### config.mk
export PLATFORM = sky130hd
export DESIGN_NAME = irq_ctrl
export DESIGN_NICKNAME = d
export VERILOG_FILES = /design/src/rtl/irq_ctrl_pkg.sv /design/src/rtl/irq_prio_enc.sv /design/src/rtl/irq_ctrl.sv
export SDC_FILE = /design/constraint.sdc
export NUM_CORES = 1
export LEC_CHECK = 0
export BUFFER_PORTS_ARGS = -buffer_cell sky130_fd_sc_hd__buf_2
export CORE_ASPECT_RATIO = 0.9
export CORE_MARGIN = 5
export CORE_UTILIZATION = 45
export DETAILED_ROUTE_END_ITERATION = 12
export HOLD_SLACK_MARGIN = 0.05
export PLACE_DENSITY = 0.77
export SLEW_MARGIN = 20
export SYNTH_ARGS = -nofsm -noshare
export SYNTH_HDL_FRONTEND = slang
export SYNTH_SLANG_ARGS = --single-unit
### constraint.sdc
create_clock -name clk -period 4.2 [get_ports clk]
set_input_delay 0 -clock clk [delete_from_list [all_inputs] [get_ports clk]]
set_output_delay 0 -clock clk [all_outputs]
set_load 0.005 [all_outputs]
### src/rtl/irq_ctrl_pkg.sv
// Shared register map, constants and bus helpers for the irq_ctrl slave.
package irq_ctrl_pkg;

  localparam int MAX_IRQ        = 32;
  localparam int ACTIVE_VLD_BIT = 31;

  localparam logic [4:0] REG_PENDING = 5'h00;
  localparam logic [4:0] REG_ENABLE  = 5'h04;
  localparam logic [4:0] REG_MODE    = 5'h08;
  localparam logic [4:0] REG_FORCE   = 5'h0C;
  localparam logic [4:0] REG_ACTIVE  = 5'h10;

  typedef enum logic [2:0] {
    SEL_PENDING,
    SEL_ENABLE,
    SEL_MODE,
    SEL_FORCE,
    SEL_ACTIVE,
    SEL_NONE
  } reg_sel_e;

  // Word decode; the two byte-offset bits are don't-care.
  function automatic reg_sel_e reg_decode(input logic [4:0] a);
    logic [4:0] w;
    w = {a[4:2], 2'b00};
    case (w)
      REG_PENDING: return SEL_PENDING;
      REG_ENABLE:  return SEL_ENABLE;
      REG_MODE:    return SEL_MODE;
      REG_FORCE:   return SEL_FORCE;
      REG_ACTIVE:  return SEL_ACTIVE;
      default:     return SEL_NONE;
    endcase
  endfunction

  function automatic logic [31:0] strb_mask(input logic [3:0] s);
    return {{8{s[3]}}, {8{s[2]}}, {8{s[1]}}, {8{s[0]}}};
  endfunction

endpackage

### src/rtl/irq_prio_enc.sv
// Lowest-index-wins priority encoder: {valid, index} of the first set request bit.
module irq_prio_enc #(
  parameter int W = 8
) (
  input  logic [W-1:0] i_req,
  output logic         o_valid,
  output logic [4:0]   o_idx
);

  always_comb begin
    o_valid = 1'b0;
    o_idx   = 5'd0;
    for (int i = W - 1; i >= 0; i--) begin
      if (i_req[i]) begin
        o_valid = 1'b1;
        o_idx   = 5'(i);
      end
    end
  end

endmodule

### src/rtl/irq_ctrl.sv
// Memory-mapped interrupt controller on the picorv32 native bus.
// Optional IRQ_CTRL_SYNC_EN adds a 2-flop synchronizer on every irq_src bit.
module irq_ctrl
  import irq_ctrl_pkg::*;
#(
  parameter int          NUM_IRQ      = 8,
  parameter logic [31:0] RESET_ENABLE = '0
) (
  input  logic               clk,
  input  logic               reset,
  input  logic               select,
  input  logic [3:0]         wstrb,
  input  logic [4:0]         addr,
  input  logic [31:0]        data_i,
  output logic               ready,
  output logic [31:0]        data_o,
  input  logic [NUM_IRQ-1:0] irq_src,
  output logic [NUM_IRQ-1:0] irq_o
);

  logic               r_ready;
  logic [31:0]        r_data;
  logic [NUM_IRQ-1:0] r_pending, r_enable, r_mode, r_prev;
  logic [NUM_IRQ-1:0] w_src, w_edge, w_w1c, w_force, w_mask, w_wdata, w_pend_nxt;
  logic               w_acc, w_wr, w_rd, w_act_vld;
  logic [4:0]         w_act_idx;
  logic [31:0]        w_mask32, w_rdata;
  reg_sel_e           w_sel;

`ifdef IRQ_CTRL_SYNC_EN
  logic [NUM_IRQ-1:0] r_sync1, r_sync2;

  always_ff @(posedge clk or posedge reset) begin
    if (reset) begin
      r_sync1 <= '0;
      r_sync2 <= '0;
    end else begin
      r_sync1 <= irq_src;
      r_sync2 <= r_sync1;
    end
  end

  assign w_src = r_sync2;
`else
  assign w_src = irq_src;
`endif

  // A transfer is accepted only when ready is low, so each select yields one pulse.
  assign w_acc    = select & ~r_ready;
  assign w_wr     = w_acc & (|wstrb);
  assign w_rd     = w_acc & ~(|wstrb);
  assign w_sel    = reg_decode(addr);
  assign w_mask32 = strb_mask(wstrb);
  assign w_mask   = w_mask32[NUM_IRQ-1:0];
  assign w_wdata  = data_i[NUM_IRQ-1:0] & w_mask;

  assign w_w1c   = (w_wr && w_sel == SEL_PENDING) ? w_wdata : '0;
  assign w_force = (w_wr && w_sel == SEL_FORCE)   ? w_wdata : '0;
  assign w_edge  = w_src & ~r_prev;

  // Sets (edge, level, force) are OR-ed after the W1C so they win a collision.
  assign w_pend_nxt = (r_mode & ((r_pending & ~w_w1c) | w_edge))
                    | (~r_mode & w_src)
                    | w_force;

  assign irq_o = r_pending & r_enable;

  irq_prio_enc #(.W(NUM_IRQ)) u_prio (
    .i_req   (irq_o),
    .o_valid (w_act_vld),
    .o_idx   (w_act_idx)
  );

  always_comb begin
    w_rdata = '0;
    case (w_sel)
      SEL_PENDING: w_rdata = 32'(r_pending);
      SEL_ENABLE:  w_rdata = 32'(r_enable);
      SEL_MODE:    w_rdata = 32'(r_mode);
      SEL_ACTIVE: begin
        w_rdata[ACTIVE_VLD_BIT] = w_act_vld;
        w_rdata[4:0]            = w_act_idx;
      end
      default:     w_rdata = '0;
    endcase
  end

  always_ff @(posedge clk or posedge reset) begin
    if (reset) begin
      r_ready   <= 1'b0;
      r_data    <= '0;
      r_pending <= '0;
      r_enable  <= RESET_ENABLE[NUM_IRQ-1:0];
      r_mode    <= '1;
      r_prev    <= '0;
    end else begin
      r_ready   <= w_acc;
      r_prev    <= w_src;
      r_pending <= w_pend_nxt;
      if (w_rd)      r_data <= w_rdata;
      else if (w_wr) r_data <= '0;
      if (w_wr && w_sel == SEL_ENABLE) r_enable <= (r_enable & ~w_mask) | w_wdata;
      if (w_wr && w_sel == SEL_MODE)   r_mode   <= (r_mode & ~w_mask) | w_wdata;
    end
  end

  assign ready  = r_ready;
  assign data_o = r_data;

endmodule
* Word level (Yosys, flattened, before mapping)
Cells that the tools add are included.
** Storage, ports and cells
- Output and inout port bits :: 41
- Register bits :: 65
- Input port bits :: 52
- Word-level logic and storage cells :: 68
** Cells by class
- Mux-type cells :: 24
- Equal/unequal tests :: 8
- Reduce and logical (&&, ||, !) cells :: 8
- Bitwise gates (word level) :: 22
** Operator list (count)
- 8-bit AND :: 8
- 32-bit 2-to-1 mux :: 2
- 8-bit OR :: 5
- 8-bit inverter :: 4
- 3-bit 2-to-1 mux :: 8
- 5-bit case mux with 4 select lines :: 1
- 8-bit 2-to-1 mux :: 2
- 3-bit case mux with 5 select lines :: 1
- 3-bit by 2-bit equality test with 1-bit output (second input constant) :: 4
- 1-bit 2-to-1 mux :: 9
- 3-bit case mux with 3 select lines :: 1
- 3-bit by 1-bit equality test with 1-bit output (second input constant) :: 2
- 3-bit equality test (second input constant) :: 2
- 3-bit logical NOT :: 2
- 1-bit logical AND :: 4
- 4-bit OR reduction :: 1
- 1-bit AND :: 3
- 1-bit inverter :: 2
- 2-bit nonzero test :: 1

* Logic depth before layout (Yosys ltp)
- Depth after elaboration :: 11
- Depth in mapped cells :: 6
- Gate-level depth less buffers :: 5

* Cells and area by module
From an unflattened synthesis, not the netlist that was laid out.
** Unflattened totals
- Cells, all modules :: 205
- Area total of the unflattened synthesis :: 2272.2 sq um
** Modules (own cells, without submodules)
- irq_ctrl :: sequential area each 1061.0 sq um, cells an instance 189, times used 1, area an instance 2173.3 sq um
- irq_prio_enc :: sequential area each 0.0 sq um, cells an instance 16, times used 1, area an instance 98.8 sq um

* Least setup slack after synthesis
No wires, ideal clock.
- Kind :: register to register
- From :: register r_ready (netlist: ready)
- To :: register r_pending[0]
- Setup time :: 0.126 ns
- Required time :: 4.074 ns
- Period minus slack after synthesis :: 1.398 ns
- Stages on the path, launching flop included :: 6
- Data arrival time :: 1.272 ns
- Slack :: 2.802 ns
- Buffers on the path :: 1
- Path through :: dfrtp_1 and4bb_4 and2_1 buf_4 a21oi_1 a221o_1
** Between the ends
- Cells in the longest elaborated chain, start to end :: 11
- Elaborated cells on any way between the ends :: 13
- Classes of those cells :: 2 x mux; 9 x bitwise; 2 x reduce/logical
** Ends and longest elaborated chain
- start, declared :: line irq_ctrl.sv:21 : logic r_ready;
- start signal, assigned :: line irq_ctrl.sv:97 : r_ready <= w_acc;
- 1-bit inverter * :: line irq_ctrl.sv:49 : assign w_acc = select & ~r_ready;
- 1-bit AND * :: line irq_ctrl.sv:49
- 1-bit AND * :: line irq_ctrl.sv:50 : assign w_wr = w_acc & (|wstrb);
- 1-bit logical AND :: line irq_ctrl.sv:57 : assign w_w1c = (w_wr && w_sel == SEL_PENDING) ? w_wdata : '0;
- 8-bit 2-to-1 mux :: line irq_ctrl.sv:57
- 8-bit inverter :: line irq_ctrl.sv:62 : assign w_pend_nxt = (r_mode & ((r_pending & ~w_w1c) | w_edge))
- 8-bit AND :: line irq_ctrl.sv:62
- 8-bit OR :: line irq_ctrl.sv:62
- 8-bit AND :: line irq_ctrl.sv:62
- 8-bit OR :: line irq_ctrl.sv:63 : | (~r_mode & w_src)
- 8-bit OR * :: line irq_ctrl.sv:64 : | w_force;
- via w_pend_nxt[0] :: line irq_ctrl.sv:24 : logic [NUM_IRQ-1:0] w_src, w_edge, w_w1c, w_force, w_mask, w_wdata, w_pend_nxt;
- end signal, assigned :: line irq_ctrl.sv:99 : r_pending <= w_pend_nxt;
- end, declared :: line irq_ctrl.sv:23 : logic [NUM_IRQ-1:0] r_pending, r_enable, r_mode, r_prev;
The timed path passes the listed nets; every way through them passes the cells marked *.
A chain may end at the register's enable or synchronous reset.

* Worst setup path after layout
Same ends and word-level chain as after synthesis.

==> impl_metrics.py <==
metrics = {
    "sta": {
        "slew_viol_final": 0,
        "hold_viol": 0,
        "worst_pin_slew_ns": 0.806,
        "setup_violations": 0,
        "setup_tns_ns": 0,
        "rsz0062_at_grt": "false",
        "period_share": 0.420,
        "skew_ns": 0.00602,
        "hold_slack_ns": 0.152,
        "max_freq_mhz": 567,
        "min_period_ns": 1.76,
        "slew_headroom": 0.461,
    },
    "yosys": {
        "synth-seq-area-share": 0.500,
        "synth-edff-count": 0,
        "synth-async-reset-ratio": 1.00,
        "syn_area_per_cell_um2": 10.6,
        "syn_inst": 200,
        "yosysWarnings": 0,
        "synthesis.area_um2": 2120,
        "ys.flop_type": "dfrtp_1",
        "synth_cell_type_count": 32,
        "synth_seq_cells": 42,
    },
    "floorplan": {
        "start_util": 0.470,
        "core_area_um2": 4520,
        "die_area_um2": 6190,
        "num_rows": 23,
        "die_x_um": 82.4,
        "io_pins": 93,
        "die_h_um": 75.1,
    },
    "min_path": {
        "hold_path_depth": 4,
        "hold_path_end": "data_o[0]",
        "hold_path_class": "input pin to register",
        "hp-start": "wstrb[2]",
    },
    "cts": {
        "cts-root-buf": "clkbuf_8",
        "clock_latency_ns": 0.30,
        "cts-buffers-inserted": 5,
        "cts_max_path_buffers": 2,
        "cts_num_sinks": 42,
        "postCtsSetupBuffers": 0,
        "clk_pin_slew_worst_paths_ns": 0.07,
        "cts_tree": "yes",
        "htree_levels": 2,
    },
    "power": {
        "power_leakage_nw": 1.29,
        "p_per_area_nw_per_um2": 411,
        "irDropWorstVdd_mv": 0.219,
    },
    "routing": {
        "ant_nets": 0,
        "drtIter0Drc": 100,
        "drt_wl_total_um": 4800,
        "routed-via-count": 1598,
        "drc": 0,
        "vias_per_cell": 4.92,
        "post_drt_wl_per_cell_um": 14.8,
        "dr.pass1.iters": 4,
    },
    "status": {
        "outcome": "completed",
    },
    "placement": {
        "gp_congestion": 0.823,
        "io_buffers": 43,
        "hpwl_um": 3430,
    },
    "job": {
        "maxCapViolCount": 0,
    },
    "grt": {
        "grt_usage": 0.167,
        "grt-ovfl-total": 0,
        "antenna_found_initial": 0,
        "grt_max_degree": 43,
        "grt_pass1_wl_um": 7710,
        "grt_pass1_vias": 1564,
    },
    "critical_path": {
        "crit_type": "register to register",
        "required_ns": 4.43,
        "r2r_setup_slack_ns": 2.44,
        "regToRegEndpoint": "r_pending[0]",
        "cpLargestDelayFamily": "simple AND/OR/NAND/NOR gates",
        "cp.depth": 3,
        "cp_max_fo": 8,
        "crit_path_top_delay_cell": "nor2b_1",
        "critPathLaunch": "ready",
        "reg2reg_from": "ready",
        "crit_chain": "and4bb_4, nor2b_1, a221o_1",
        "slowest_delay_ns": 0.66,
        "r2r_cells": 3,
        "path_buf_inv": 0,
        "startpoint_type": "register",
        "worstPathArrival_ns": 2.00,
        "end_kind": "register",
    },
    "layout": {
        "antenna_cells": 0,
        "layout-area-overhead-vs-synth_pct": 21.6,
        "drive_gt1_frac": 0.297,
        "mostFrequentLayoutCell": "buf_2",
        "design.final.nets": 314,
        "final_cell_mix": "buf_2 (43), dfrtp_1 (34), nand2_1 (32)",
    },
}
## how the worst max path moves through the flow
stage,to
3_5_place_dp,r_pending[5]
6_report,r_pending[0]
5_1_grt,r_pending[1]
2_1_floorplan,r_pending[0]
3_3_place_gp,r_pending[0]
4_1_cts,r_pending[7]
## final cells by class
cell class | instances | area (µm²)
clock buffer | 7 | 76.3
clock inverter | 1 | 30.0
inverter | 9 | 33.8
tap | 62 | 77.6
multi-input combinational | 142 | 898
fill | 407 | 1940
timing repair buffer | 62 | 403
sequential | 42 | 1060
## metrics by stage
| stage | setup slack (ns) | util | cells | power, mW | cell area, µm² |
|---|---|---|---|---|---|
| global route | 2.39 | 0.571 | 325 | 1.13 | 2580 |
| CTS | 2.44 | 0.571 | 325 | 1.07 | 2580 |
| floorplan | 2.80 | - | 222 | 0.680 | 2200 |
| finish | 2.44 | 0.571 | 325 | 1.06 | 2580 |
| detailed placement | 2.45 | 0.508 | 299 | 0.740 | 2290 |
| global placement | 2.49 | 0.508 | 299 | 0.730 | 2290 |
## tightest hold or removal path, delay by kind of cell
family / cells / cell delay [ns]
AOI/OAI and AO/OA: 1 / 0.10
buffers and inverters: 1 / 0.10
and+or+nand+nor: 2 / 0.21
## cell families after synthesis
logic type | count (synthesis) | synth area share
muxes | 24 | 0.123
other | 1 | 0.00177
buffers and inverters | 38 | 0.116
AOI/OAI and AO/OA | 40 | 0.128
DFF | 42 | 0.500
and+or+nand+nor | 55 | 0.132
## power breakdown
part | leakage, nW | internal (mW) | total (mW) | switching [mW]
Clock | 0.0524 | 0.178 | 0.314 | 0.137
Sequential | 0.507 | 0.475 | 0.526 | 0.0511
Combinational | 0.729 | 0.111 | 0.221 | 0.109
## repair_timing
item / 4_1_cts / 5_1_grt
hold buffers: 18 / 0
resized for setup: 0 / 0
hold endpoints to repair: 67 / 0
setup endpoints to repair: 0 / 0
## synth_stat cells, drive strengths merged (2+ instances only)
cell	n	area [µm²]
mux2i	8	80.1
nand3	2	10.0
o2bb2ai	2	17.5
and2	2	12.5
o21ai	9	45.0
a22oi	2	15.0
nand2	33	126
nand4	2	12.5
nor2b	2	12.5
inv	9	33.8
a21oi	13	65.1
dfrtp	34	851
mux2	16	180
a2bb2oi	2	17.5
dfstp	8	210
buf	28	208
nor2	7	26.3
o31ai	2	15.0
a221o	8	80.1
## layer usage
| layer | routed length (µm) | share of wire | vias to the layer above | track usage |
|---|---|---|---|---|
| li1 | - | - | 776 | - |
| met1 | 2130 | 0.44 | 750 | 0.230 |
| met2 | 2150 | 0.45 | 67 | 0.257 |
| met3 | 476 | 0.099 | 5 | 0.0502 |
| met4 | 42 | 0.0087 | 0 | 0.0461 |
| met5 | 0 | 0 | - | 0 |
Power figures use the tool's default switching activity.
